File: src/rtl/ring_mon_pkg.sv
// Shared definitions for the ring/Johnson counter monitor: default sizing,
// FSM state encoding and a constant log2 helper used for port widths.
package ring_mon_pkg;

  localparam int unsigned DEF_N           = 4;
  localparam int unsigned DEF_LOCK_CYCLES = 2;
  localparam int unsigned DEF_ERR_W       = 8;
  localparam int unsigned DEF_REV_W       = 8;

  typedef enum logic [1:0] {
    ST_IDLE   = 2'd0,
    ST_SYNC   = 2'd1,
    ST_LOCKED = 2'd2,
    ST_FAULT  = 2'd3
  } mon_state_t;

  // Number of bits needed to index 'value' distinct items (value >= 2).
  function automatic int unsigned clog2(input int unsigned value);
    int unsigned width;
    width = 0;
    while ((64'd1 << width) < 64'(value)) width++;
    return width;
  endfunction

endpackage

File: src/rtl/ring_johnson_monitor_johnson_decode.sv
// Combinational Johnson (twisted-ring) pattern decoder: maps each of the 2N
// legal codes to its phase index and flags any other pattern as illegal.
module johnson_decode
  import ring_mon_pkg::*;
#(
  parameter int unsigned N = DEF_N
) (
  input  logic [N-1:0]          i_pattern,
  output logic [clog2(2*N)-1:0] o_index,
  output logic                  o_legal
);

  localparam int unsigned   IDX_W = clog2(2 * N);
  localparam logic [N-1:0]  ONES  = '1;

  logic [N-1:0] w_code;

  // Phases 0..N fill ones from the LSB; phases N+1..2N-1 then clear from the LSB.
  always_comb begin
    o_index = '0;
    o_legal = 1'b0;
    w_code  = '0;
    for (int unsigned k = 0; k < 2 * N; k++) begin
      if (k <= N) begin
        w_code = ~(ONES << k);
      end else begin
        w_code = ONES << (k - N);
      end
      if (i_pattern == w_code) begin
        o_index = IDX_W'(k);
        o_legal = 1'b1;
      end
    end
  end

endmodule

File: src/rtl/ring_johnson_monitor.sv
// Downstream checker for the ring / Johnson counter stage. Predicts each
// sample from the previous one and the observed preset/clr controls, decodes
// phases, tracks lock through a small FSM and counts faults and revolutions.
module ring_johnson_monitor
  import ring_mon_pkg::*;
#(
  parameter int unsigned N           = DEF_N,
  parameter int unsigned LOCK_CYCLES = DEF_LOCK_CYCLES,
  parameter int unsigned ERR_W       = DEF_ERR_W,
  parameter int unsigned REV_W       = DEF_REV_W
) (
  input  logic                  clk,
  input  logic                  clr,
  input  logic                  src_preset,
  input  logic                  src_clr,
  input  logic [N-1:0]          qr,
  input  logic [N-1:0]          qtr,
  output logic [clog2(N)-1:0]   ring_idx,
  output logic [clog2(2*N)-1:0] jc_idx,
  output logic                  idx_valid,
  output logic                  lock,
  output logic                  fault,
  output logic                  ring_dead,
  output logic [ERR_W-1:0]      err_cnt,
  output logic [REV_W-1:0]      rev_cnt
);

  localparam int unsigned RI_W = clog2(N);
  localparam int unsigned JI_W = clog2(2 * N);
  localparam int unsigned SC_W = clog2(LOCK_CYCLES + 2);

  logic [N-1:0]     r_prev_qr;
  logic [N-1:0]     r_prev_qtr;
  logic             r_prev_preset;
  logic             r_prev_clr;
  logic             r_prev_valid;
  logic [RI_W-1:0]  r_ring_idx;
  logic [JI_W-1:0]  r_jc_idx;
  logic             r_idx_valid;
  mon_state_t       r_state;
  logic [SC_W-1:0]  r_sync_cnt;
  logic [ERR_W-1:0] r_err_cnt;
  logic [REV_W-1:0] r_rev_cnt;

  logic [N-1:0]     w_exp_qr;
  logic [N-1:0]     w_exp_qtr;
  logic [RI_W-1:0]  w_ring_idx;
  logic             w_ring_onehot;
  logic [JI_W-1:0]  w_jc_idx;
  logic             w_jc_legal;
  logic             w_legal;
  logic             w_match;
  logic             w_resync;
  logic             w_good;
  logic             w_jc_wrap;
  logic [SC_W-1:0]  w_sync_next;
  logic             w_sync_done;

  johnson_decode #(
    .N (N)
  ) u_jc_decode (
    .i_pattern (qtr),
    .o_index   (w_jc_idx),
    .o_legal   (w_jc_legal)
  );

  // Predict this sample from the previous one, preset taking priority over clr.
  always_comb begin
    w_exp_qr  = {r_prev_qr[N-2:0], r_prev_qr[N-1]};
    w_exp_qtr = {r_prev_qtr[N-2:0], ~r_prev_qtr[N-1]};
    if (r_prev_preset) begin
      w_exp_qr  = {r_prev_qr[N-2:0], 1'b1};
      w_exp_qtr = {r_prev_qtr[N-2:0], 1'b1};
    end else if (r_prev_clr) begin
      w_exp_qr  = '0;
      w_exp_qtr = '0;
    end
  end

  // Ring phase is the position of the single set bit.
  always_comb begin
    w_ring_idx = '0;
    for (int unsigned i = 0; i < N; i++) begin
      if (qr[i]) w_ring_idx = RI_W'(i);
    end
  end

  assign w_ring_onehot = $onehot(qr);
  assign w_legal       = w_ring_onehot & w_jc_legal;
  assign w_match       = r_prev_valid & (qr == w_exp_qr) & (qtr == w_exp_qtr);
  assign w_resync      = r_prev_preset | r_prev_clr;
  assign w_good        = w_match & w_legal & ~w_resync;
  assign w_jc_wrap     = w_good & (w_jc_idx == '0);
  assign w_sync_next   = r_sync_cnt + 1'b1;
  assign w_sync_done   = (32'(w_sync_next) >= LOCK_CYCLES);

  // Capture previous sample/controls and register the decoded phases.
  always_ff @(posedge clk) begin
    if (clr) begin
      r_prev_qr     <= '0;
      r_prev_qtr    <= '0;
      r_prev_preset <= 1'b0;
      r_prev_clr    <= 1'b0;
      r_prev_valid  <= 1'b0;
      r_ring_idx    <= '0;
      r_jc_idx      <= '0;
      r_idx_valid   <= 1'b0;
    end else begin
      r_prev_qr     <= qr;
      r_prev_qtr    <= qtr;
      r_prev_preset <= src_preset;
      r_prev_clr    <= src_clr;
      r_prev_valid  <= 1'b1;
      r_idx_valid   <= w_legal;
      if (w_legal) begin
        r_ring_idx <= w_ring_idx;
        r_jc_idx   <= w_jc_idx;
      end
    end
  end

  // Lock FSM with saturating error count and wrapping revolution count.
  always_ff @(posedge clk) begin
    if (clr) begin
      r_state    <= ST_IDLE;
      r_sync_cnt <= '0;
      r_err_cnt  <= '0;
      r_rev_cnt  <= '0;
    end else begin
      case (r_state)
        ST_IDLE: begin
          r_state    <= ST_SYNC;
          r_sync_cnt <= '0;
        end
        ST_SYNC: begin
          if (w_good) begin
            if (w_sync_done) begin
              r_state    <= ST_LOCKED;
              r_sync_cnt <= '0;
            end else begin
              r_sync_cnt <= w_sync_next;
            end
          end else begin
            r_sync_cnt <= '0;
          end
        end
        ST_LOCKED: begin
          if (w_resync) begin
            r_state    <= ST_SYNC;
            r_sync_cnt <= '0;
          end else if (!w_match || !w_legal) begin
            r_state <= ST_FAULT;
            if (r_err_cnt != '1) r_err_cnt <= r_err_cnt + 1'b1;
          end else if (w_jc_wrap) begin
            r_rev_cnt <= r_rev_cnt + 1'b1;
          end
        end
        ST_FAULT: begin
          if (w_resync) begin
            r_state    <= ST_SYNC;
            r_sync_cnt <= '0;
          end else if (w_good) begin
            r_state    <= ST_SYNC;
            r_sync_cnt <= SC_W'(1);
          end
        end
        default: begin
          r_state    <= ST_IDLE;
          r_sync_cnt <= '0;
        end
      endcase
    end
  end

  assign ring_idx  = r_ring_idx;
  assign jc_idx    = r_jc_idx;
  assign idx_valid = r_idx_valid;
  assign lock      = (r_state == ST_LOCKED);
  assign fault     = (r_state == ST_FAULT);
  assign err_cnt   = r_err_cnt;
  assign rev_cnt   = r_rev_cnt;
  // Gated by prev_valid so the reset state reads all-zero outputs.
  assign ring_dead = r_prev_valid & (r_prev_qr == '0) & ~src_preset;

endmodule

File: config.mk
export PLATFORM = sky130hd
export DESIGN_NAME = ring_johnson_monitor
export DESIGN_NICKNAME = d
export VERILOG_FILES = /design/src/rtl/ring_mon_pkg.sv /design/src/rtl/ring_johnson_monitor_johnson_decode.sv /design/src/rtl/ring_johnson_monitor.sv
export SDC_FILE = /design/constraint.sdc
export NUM_CORES = 1
export LEC_CHECK = 0
export CAP_MARGIN = 10
export CORE_AREA = 8 8 70 72
export DETAILED_ROUTE_END_ITERATION = 8
export DIE_AREA = 0 0 78 80
export PLACE_DENSITY = 0.84
export SKIP_CTS_REPAIR_TIMING = 1
export SLEW_MARGIN = 20
export SYNTH_ARGS = -nofsm -noshare
export SYNTH_HDL_FRONTEND = slang
export SYNTH_SLANG_ARGS = --single-unit
File: constraint.sdc
create_clock -name clk -period 5.55 [get_ports clk]
set_input_delay 0.555 -clock clk [delete_from_list [all_inputs] [get_ports clk]]
set_output_delay 0.555 -clock clk [all_outputs]
set_load 0.02 [all_outputs]
==> results of run 1 <==
power by group through the flow:
stage	combinational [mW]	sequential, mW	clock, mW
final	0.116	0.286	0.193
after global routing	0.128	0.287	0.203
after detailed placement	0.112	0.292	0
after CTS	0.114	0.286	0.195
after floorplan	0.0755	0.294	0
after global placement	0.110	0.291	0
critical path: cells and delay by family:
| family | cells | cell delay [ps] |
|---|---|---|
| compound gates | 2 | 730 |
| simple gates | 4 | 1220 |
| fa+ha+maj | 3 | 990 |
| buf+inv | 4 | 940 |
state kept, by name, summed over array words and instances, names as in the netlist, 2 cells and up:
name / flops
jc_idx: 3
ring_idx: 2
r_prev_qtr: 4
rev_cnt: 8
err_cnt: 8
r_state: 2
r_sync_cnt: 2
r_prev_qr: 4
layout make-up:
| class | instances | area share (%) |
|---|---|---|
| Multi-Input combinational cell | 177 | 47.9 |
| Tap cell | 50 | 2.46 |
| Timing Repair Buffer | 38 | 14.8 |
| Sequential cell | 37 | 29.1 |
| Inverter | 16 | 2.36 |
| Clock buffer | 7 | 3.40 |
cells in the final DEF, fill, tap and decap left out, types with 3 or more instances in the layout:
cell             Yosys  final
ha_1                 9      9
a211oi_1             3      3
nand2_1             11     11
inv_1               16     16
a21oi_1             21     21
mux2i_1              8      8
or4_1                4      4
clkbuf_8             0      6
xnor2_1             14     14
nand4_1              4      4
a31oi_1              5      5
nand3_1              6      6
o31ai_1              6      6
dfxtp_1             37     37
a2111oi_0            4      4
nor2_1              29     29
o21ai_0              7      7
nor3_1               5      5
clkdlybuf4s50_1      0     36
nor2b_1              7      7
Yosys cell counts (all sizes together), types with 2 or more instances:
cell type | count | area [um^2]
ha | 9 | 113
nand4 | 4 | 25.0
inv | 16 | 60.1
nor4bb | 2 | 20.0
o31ai | 6 | 45.0
and3 | 2 | 12.5
clkbuf | 6 | 22.5
a2111oi | 5 | 62.6
nor3 | 5 | 25.0
buf | 6 | 41.3
o32a | 2 | 20.0
xor2 | 2 | 17.5
mux2i | 8 | 80.1
a211oi | 3 | 22.5
nor2 | 29 | 109
a21oi | 21 | 105
or3 | 2 | 12.5
xnor2 | 14 | 123
or4 | 4 | 30.0
nand3b | 2 | 15.0
o21ai | 7 | 35.0
a22o | 2 | 17.5
o211ai | 2 | 15.0
nor3b | 2 | 15.0
dfxtp | 37 | 741
nand3 | 7 | 40.0
nand2 | 11 | 41.3
and2 | 2 | 12.5
a31oi | 5 | 31.3
nor2b | 7 | 43.8
logic make-up (layout without fill, tap and decap cells):
| logic type | after synthesis | after routing |
|---|---|---|
| compound gates | 59 | 59 |
| xor+xnor | 16 | 16 |
| fa+ha+maj | 10 | 10 |
| buf+inv | 28 | 61 |
| flops | 37 | 37 |
| mux | 9 | 9 |
| simple gates | 83 | 83 |
metal layers:
metal,vias to the layer above,track usage (%),wire length (um)
met2,49,24.4,2280
li1,928,-,-
met3,7,4.84,228
met1,858,17.1,2130
met4,0,6.85,67
met5,-,0,0
worst paths after layout:
check | startpoint | end | depth (start not counted)
setup / recovery | qr[0] | rev_cnt[7] | 13
hold / removal | r_sync_cnt[1] | r_sync_cnt[1] | 2
setup reg to reg | r_prev_clr | rev_cnt[7] | 7
hold reg to reg | r_sync_cnt[1] | r_sync_cnt[1] | 2
stage by stage:
| step | instances | hold WS (ps) | utilization (%) |
|---|---|---|---|
| 2_1_floorplan | 242 | 410 | - |
| 3_3_place_gp | 318 | 419 | 63.5 |
| 3_5_place_dp | 318 | 423 | 63.5 |
| 4_1_cts | 325 | 432 | 65.7 |
| 5_1_grt | 325 | 448 | 65.9 |
| 6_report | 325 | 430 | 65.9 |
==> impl_metrics.toml, run 1 <==
[yosys]
netlist_instances = 242
synth_area_mm2 = 0.00207
synth_mux_area_share_pct = 4.40
synth_compound_area_share_pct = 19.6
async_flop_share_pct = 0
avgSynthCellArea_um2 = 8.57
synth_top_family_by_area = "simple AND/OR/NAND/NOR gates"
synth_ff_type = "dfxtp_1"
synth-xor-area-share_pct = 6.76
yosysWarnings = 0
synth-edff-count = 0
synthSimpleGateAreaFrac_pct = 21.2
synth-seq-cells = 37
synth_fa_ha_area_share_pct = 6.39
synth_fp_nets = 264
yosysSeqAreaShare_pct = 35.7
yosysUniqueCellTypes = 46

[placed_design]
place_area_mm2 = 0.00245
dp_slack_ps = 1060
port_buffers = 36
hpwl_mm = 3.19
routabilityCongestion = 0.817

[drt]
antenna_left = 0
drt_iter0_markers = 200
vias_per_cell = 5.67
wl_mm = 4.70
vias = 1842
wl_per_cell_um = 14.5
dr.pass1.iters = 4
drc = 0

[sta]
worst_slack_ps = 1330
worst_pin_slew_ps = 689
fin_crit_ps = 4220
skew_ps = 6.27
rsz0062_at_grt = "no"
final-setup-viol-count = 0
fin_crit_sh_pct = 76.0
relSlewSlack_pct = 54.1
finalHoldViolations = 0
fmax_mhz = 237
finalSetupTns_ps = 0
drv_slew = 0

[floorplanning]
die_y_um = 80
initial_core_util_pct = 53.8
coreArea_mm2 = 0.00386
pin_count = 37
dieWidth_um = 78
die-area_mm2 = 0.00624
core.rowCount = 23

[critical_path]
endpoint_kind = "flop"
crit_required_ps = 5770
reg2reg_setup_slack_ps = 2600
path_cells = "clkdlybuf4s50_1 -> inv_1 -> fa_1 -> inv_1 -> ha_1 -> ha_1 -> nor3b_1 -> buf_4 -> nand3_1 -> a2111oi_4 -> nand3_2 -> or4_1 -> a21oi_1"
arrival_ps = 4440
worstSetupStartpointType = "input port"
worstSetupPathType = "input port to flop"
slowest_delay_ps = 570
critPathSlowestCell = "clkdlybuf4s50_1"
path_max_fanout = 14

[pwr]
p_per_area_mw_per_mm2 = 234
pwr-share-comb_pct = 19.5
p_sw_mw = 0.169
switching_share_pct = 28.4
seqPwrFrac_pct = 48.0
vdd_drop_max_v = 0.000194
p_int_mw = 0.426
finalPower_mw = 0.595
pwr-share-clk_pct = 32.5
leakage_nw = 0.904

[status]
status = "finished, final reports clean"

[finish]
design_area_mm2 = 0.00254
fin_nets = 297
multi_input_area_mm2 = 0.00122
drive_above_1_share_pct = 4.36
area_growth_pct = 22.6
fill_cells = 328
regArea_um2 = 741
num_antenna_cells = 0

[job]
maxCapViolCount = 0

[cts]
root_buffer = "clkbuf_8"
max-clock-path-buffers = 2
clock_sinks = 37
cts_made_buffers = 5
clock_latency_ps = 300
htree_num_levels = 2
cts_tree = "built"
clk_pin_slew_ps = 70

[global_routing]
grt_max_degree = 36
overflow = 0
grt_pass1_vias = 1685
grt_pass1_wl_mm = 7.58
antenna_found_initial = 0
grt_use_total_pct = 14.8

[worst_hold_path]
min_path_type = "flop to flop"
No activity file was read; power rests on OpenSTA's default activity.
==> inputs of run 2 (changes only) <==
--- a/config.mk
+++ b/config.mk
@@ -6,10 +6,10 @@
 export NUM_CORES = 1
 export LEC_CHECK = 0
 export CAP_MARGIN = 10
-export CORE_AREA = 8 8 70 72
+export CORE_AREA = 8 8 76 78
 export DETAILED_ROUTE_END_ITERATION = 8
-export DIE_AREA = 0 0 78 80
-export PLACE_DENSITY = 0.84
+export DIE_AREA = 0 0 84 86
+export PLACE_DENSITY = 0.74
 export SKIP_CTS_REPAIR_TIMING = 1
 export SLEW_MARGIN = 20
 export SYNTH_ARGS = -nofsm -noshare
==> constraint.sdc (replaced) <==
create_clock -name clk -period 3.5 [get_ports clk]
set_input_delay 0.35 -clock clk [delete_from_list [all_inputs] [get_ports clk]]
set_output_delay 0.35 -clock clk [all_outputs]
set_load 0.02 [all_outputs]
==> impl_metrics.toml, run 2 (same netlist as run 1, synthesis figures left out) <==
[cts]
cts_tree = "built"
max-clock-path-buffers = 2
clock_sinks = 37
clk_pin_slew_ps = 70
root_buffer = "clkbuf_8"
clock_latency_ps = 280
cts_made_buffers = 5
htree_num_levels = 2

[worst_hold_path]
min_from = "r_sync_cnt[1]"
min_path_type = "flop to flop"

[pwr]
seqPwrFrac_pct = 44.4
leakage_nw = 0.960
p_per_area_mw_per_mm2 = 387
p_int_mw = 0.757
pwr-share-comb_pct = 18.5
pwr-share-clk_pct = 37.1
switching_share_pct = 25.8
p_sw_mw = 0.264
finalPower_mw = 1.02
vdd_drop_max_v = 0.000191

[placed_design]
placedCellCount = 331
port_buffers = 36
hpwl_mm = 3.37
routabilityCongestion = 0.855
dp_slack_ps = -79.2

[critical_path]
cp-startpoint = "qr[0]"
arrival_ps = 3510
critPathSlowestCell = "fa_1"
crit_required_ps = 3720
path_cells = "clkdlybuf4s50_1 -> inv_1 -> fa_1 -> inv_1 -> ha_1 -> ha_1 -> nor3b_1 -> nand3_1 -> a2111oi_4 -> nand3_2 -> or4_1 -> a21oi_1"
endpoint_kind = "flop"
worstSetupStartpointType = "input port"
path_max_fanout = 11
worstSetupPathType = "input port to flop"
slowest_delay_ps = 530
r2r-start = "r_prev_clr"

[floorplanning]
die-area_mm2 = 0.00722
dieWidth_um = 84
pin_count = 37
initial_core_util_pct = 45.1
coreArea_mm2 = 0.00460
core.rowCount = 25
die_y_um = 86

[sta]
worst_slack_ps = 205
rsz0062_at_grt = "yes"
worst_pin_slew_ps = 838
relSlewSlack_pct = 44.0
final-setup-viol-count = 0
finalSetupTns_ps = 0
fmax_mhz = 303
skew_ps = 5.93
fin_crit_sh_pct = 94.1
drv_slew = 0
fin_crit_ps = 3290
finalHoldViolations = 0

[drt]
vias_per_cell = 5.36
wl_per_cell_um = 13.8
dr.pass1.iters = 4
antenna_left = 0
wl_mm = 4.68
vias = 1817
drt_iter0_markers = 153
drc = 0

[status]
status = "finished, final reports clean"

[finish]
drive_above_1_share_pct = 7.37
final_cell_mix = "37 x dfxtp_1, 36 x clkdlybuf4s50_1, 29 x nor2_1"
num_antenna_cells = 0
fin_nets = 306
fin_util_pct = 57.4
final_common_cell = "dfxtp_1"
final_cells = 339
fill_cells = 417
area_growth_pct = 27.1

[global_routing]
grt_pass1_wl_mm = 7.99
grt_use_total_pct = 13.1
grt_max_degree = 23
overflow = 0
grt_pass1_vias = 1765
antenna_found_initial = 0

[job]
maxCapViolCount = 0
[run 2: power groups by stage]
stage               Sequential [mW]  Clock [mW]  Combinational, mW
floorplan                     0.466           0              0.120
detailed placement            0.463           0              0.187
finish                        0.453       0.379              0.189
CTS                           0.453       0.393              0.190
global placement              0.462           0              0.184
global route                  0.455       0.410              0.209
[run 2: final timing paths]
check,to,slack [ps],cells past startpoint
worst max-delay path,rev_cnt[5],210,12
worst min-delay path,r_sync_cnt[1],430,2
worst max register to register,rev_cnt[5],1130,7
worst min register to register,r_sync_cnt[1],430,2
[run 2: metrics by stage]
step | area [um^2] | hold WS [ps]
2_1_floorplan | 2070 | 410
3_3_place_gp | 2520 | 422
3_5_place_dp | 2520 | 424
4_1_cts | 2640 | 434
5_1_grt | 2640 | 475
6_report | 2640 | 434
[run 2: final cells by class]
cell class / instances / area (um^2) / share of cell area (%)
timing repair buffer: 47 / 443 / 16.8
multi-input combinational: 177 / 1210 / 45.9
tap: 54 / 67.6 / 2.56
clock inverter: 1 / 30.0 / 1.14
inverter: 16 / 60.1 / 2.28
clock buffer: 7 / 86.3 / 3.27
sequential: 37 / 741 / 28.1
[run 2: worst max-delay path, delay by kind of cell]
family                   cells  cell delay (ps)
adder cells (fa/ha/maj)      3              970
AND/OR/NAND/NOR              4             1130
AO/OA/AOI/OAI                2              400
buffers and inverters        3              640
[run 2: per-layer routing]
layer	vias up	track usage [%]	part of all wire (%)
met5	-	0	0
met1	825	16.5	50
met2	32	20.3	44
met3	9	3.98	4.1
li1	951	-	-
met4	0	5.65	2.0
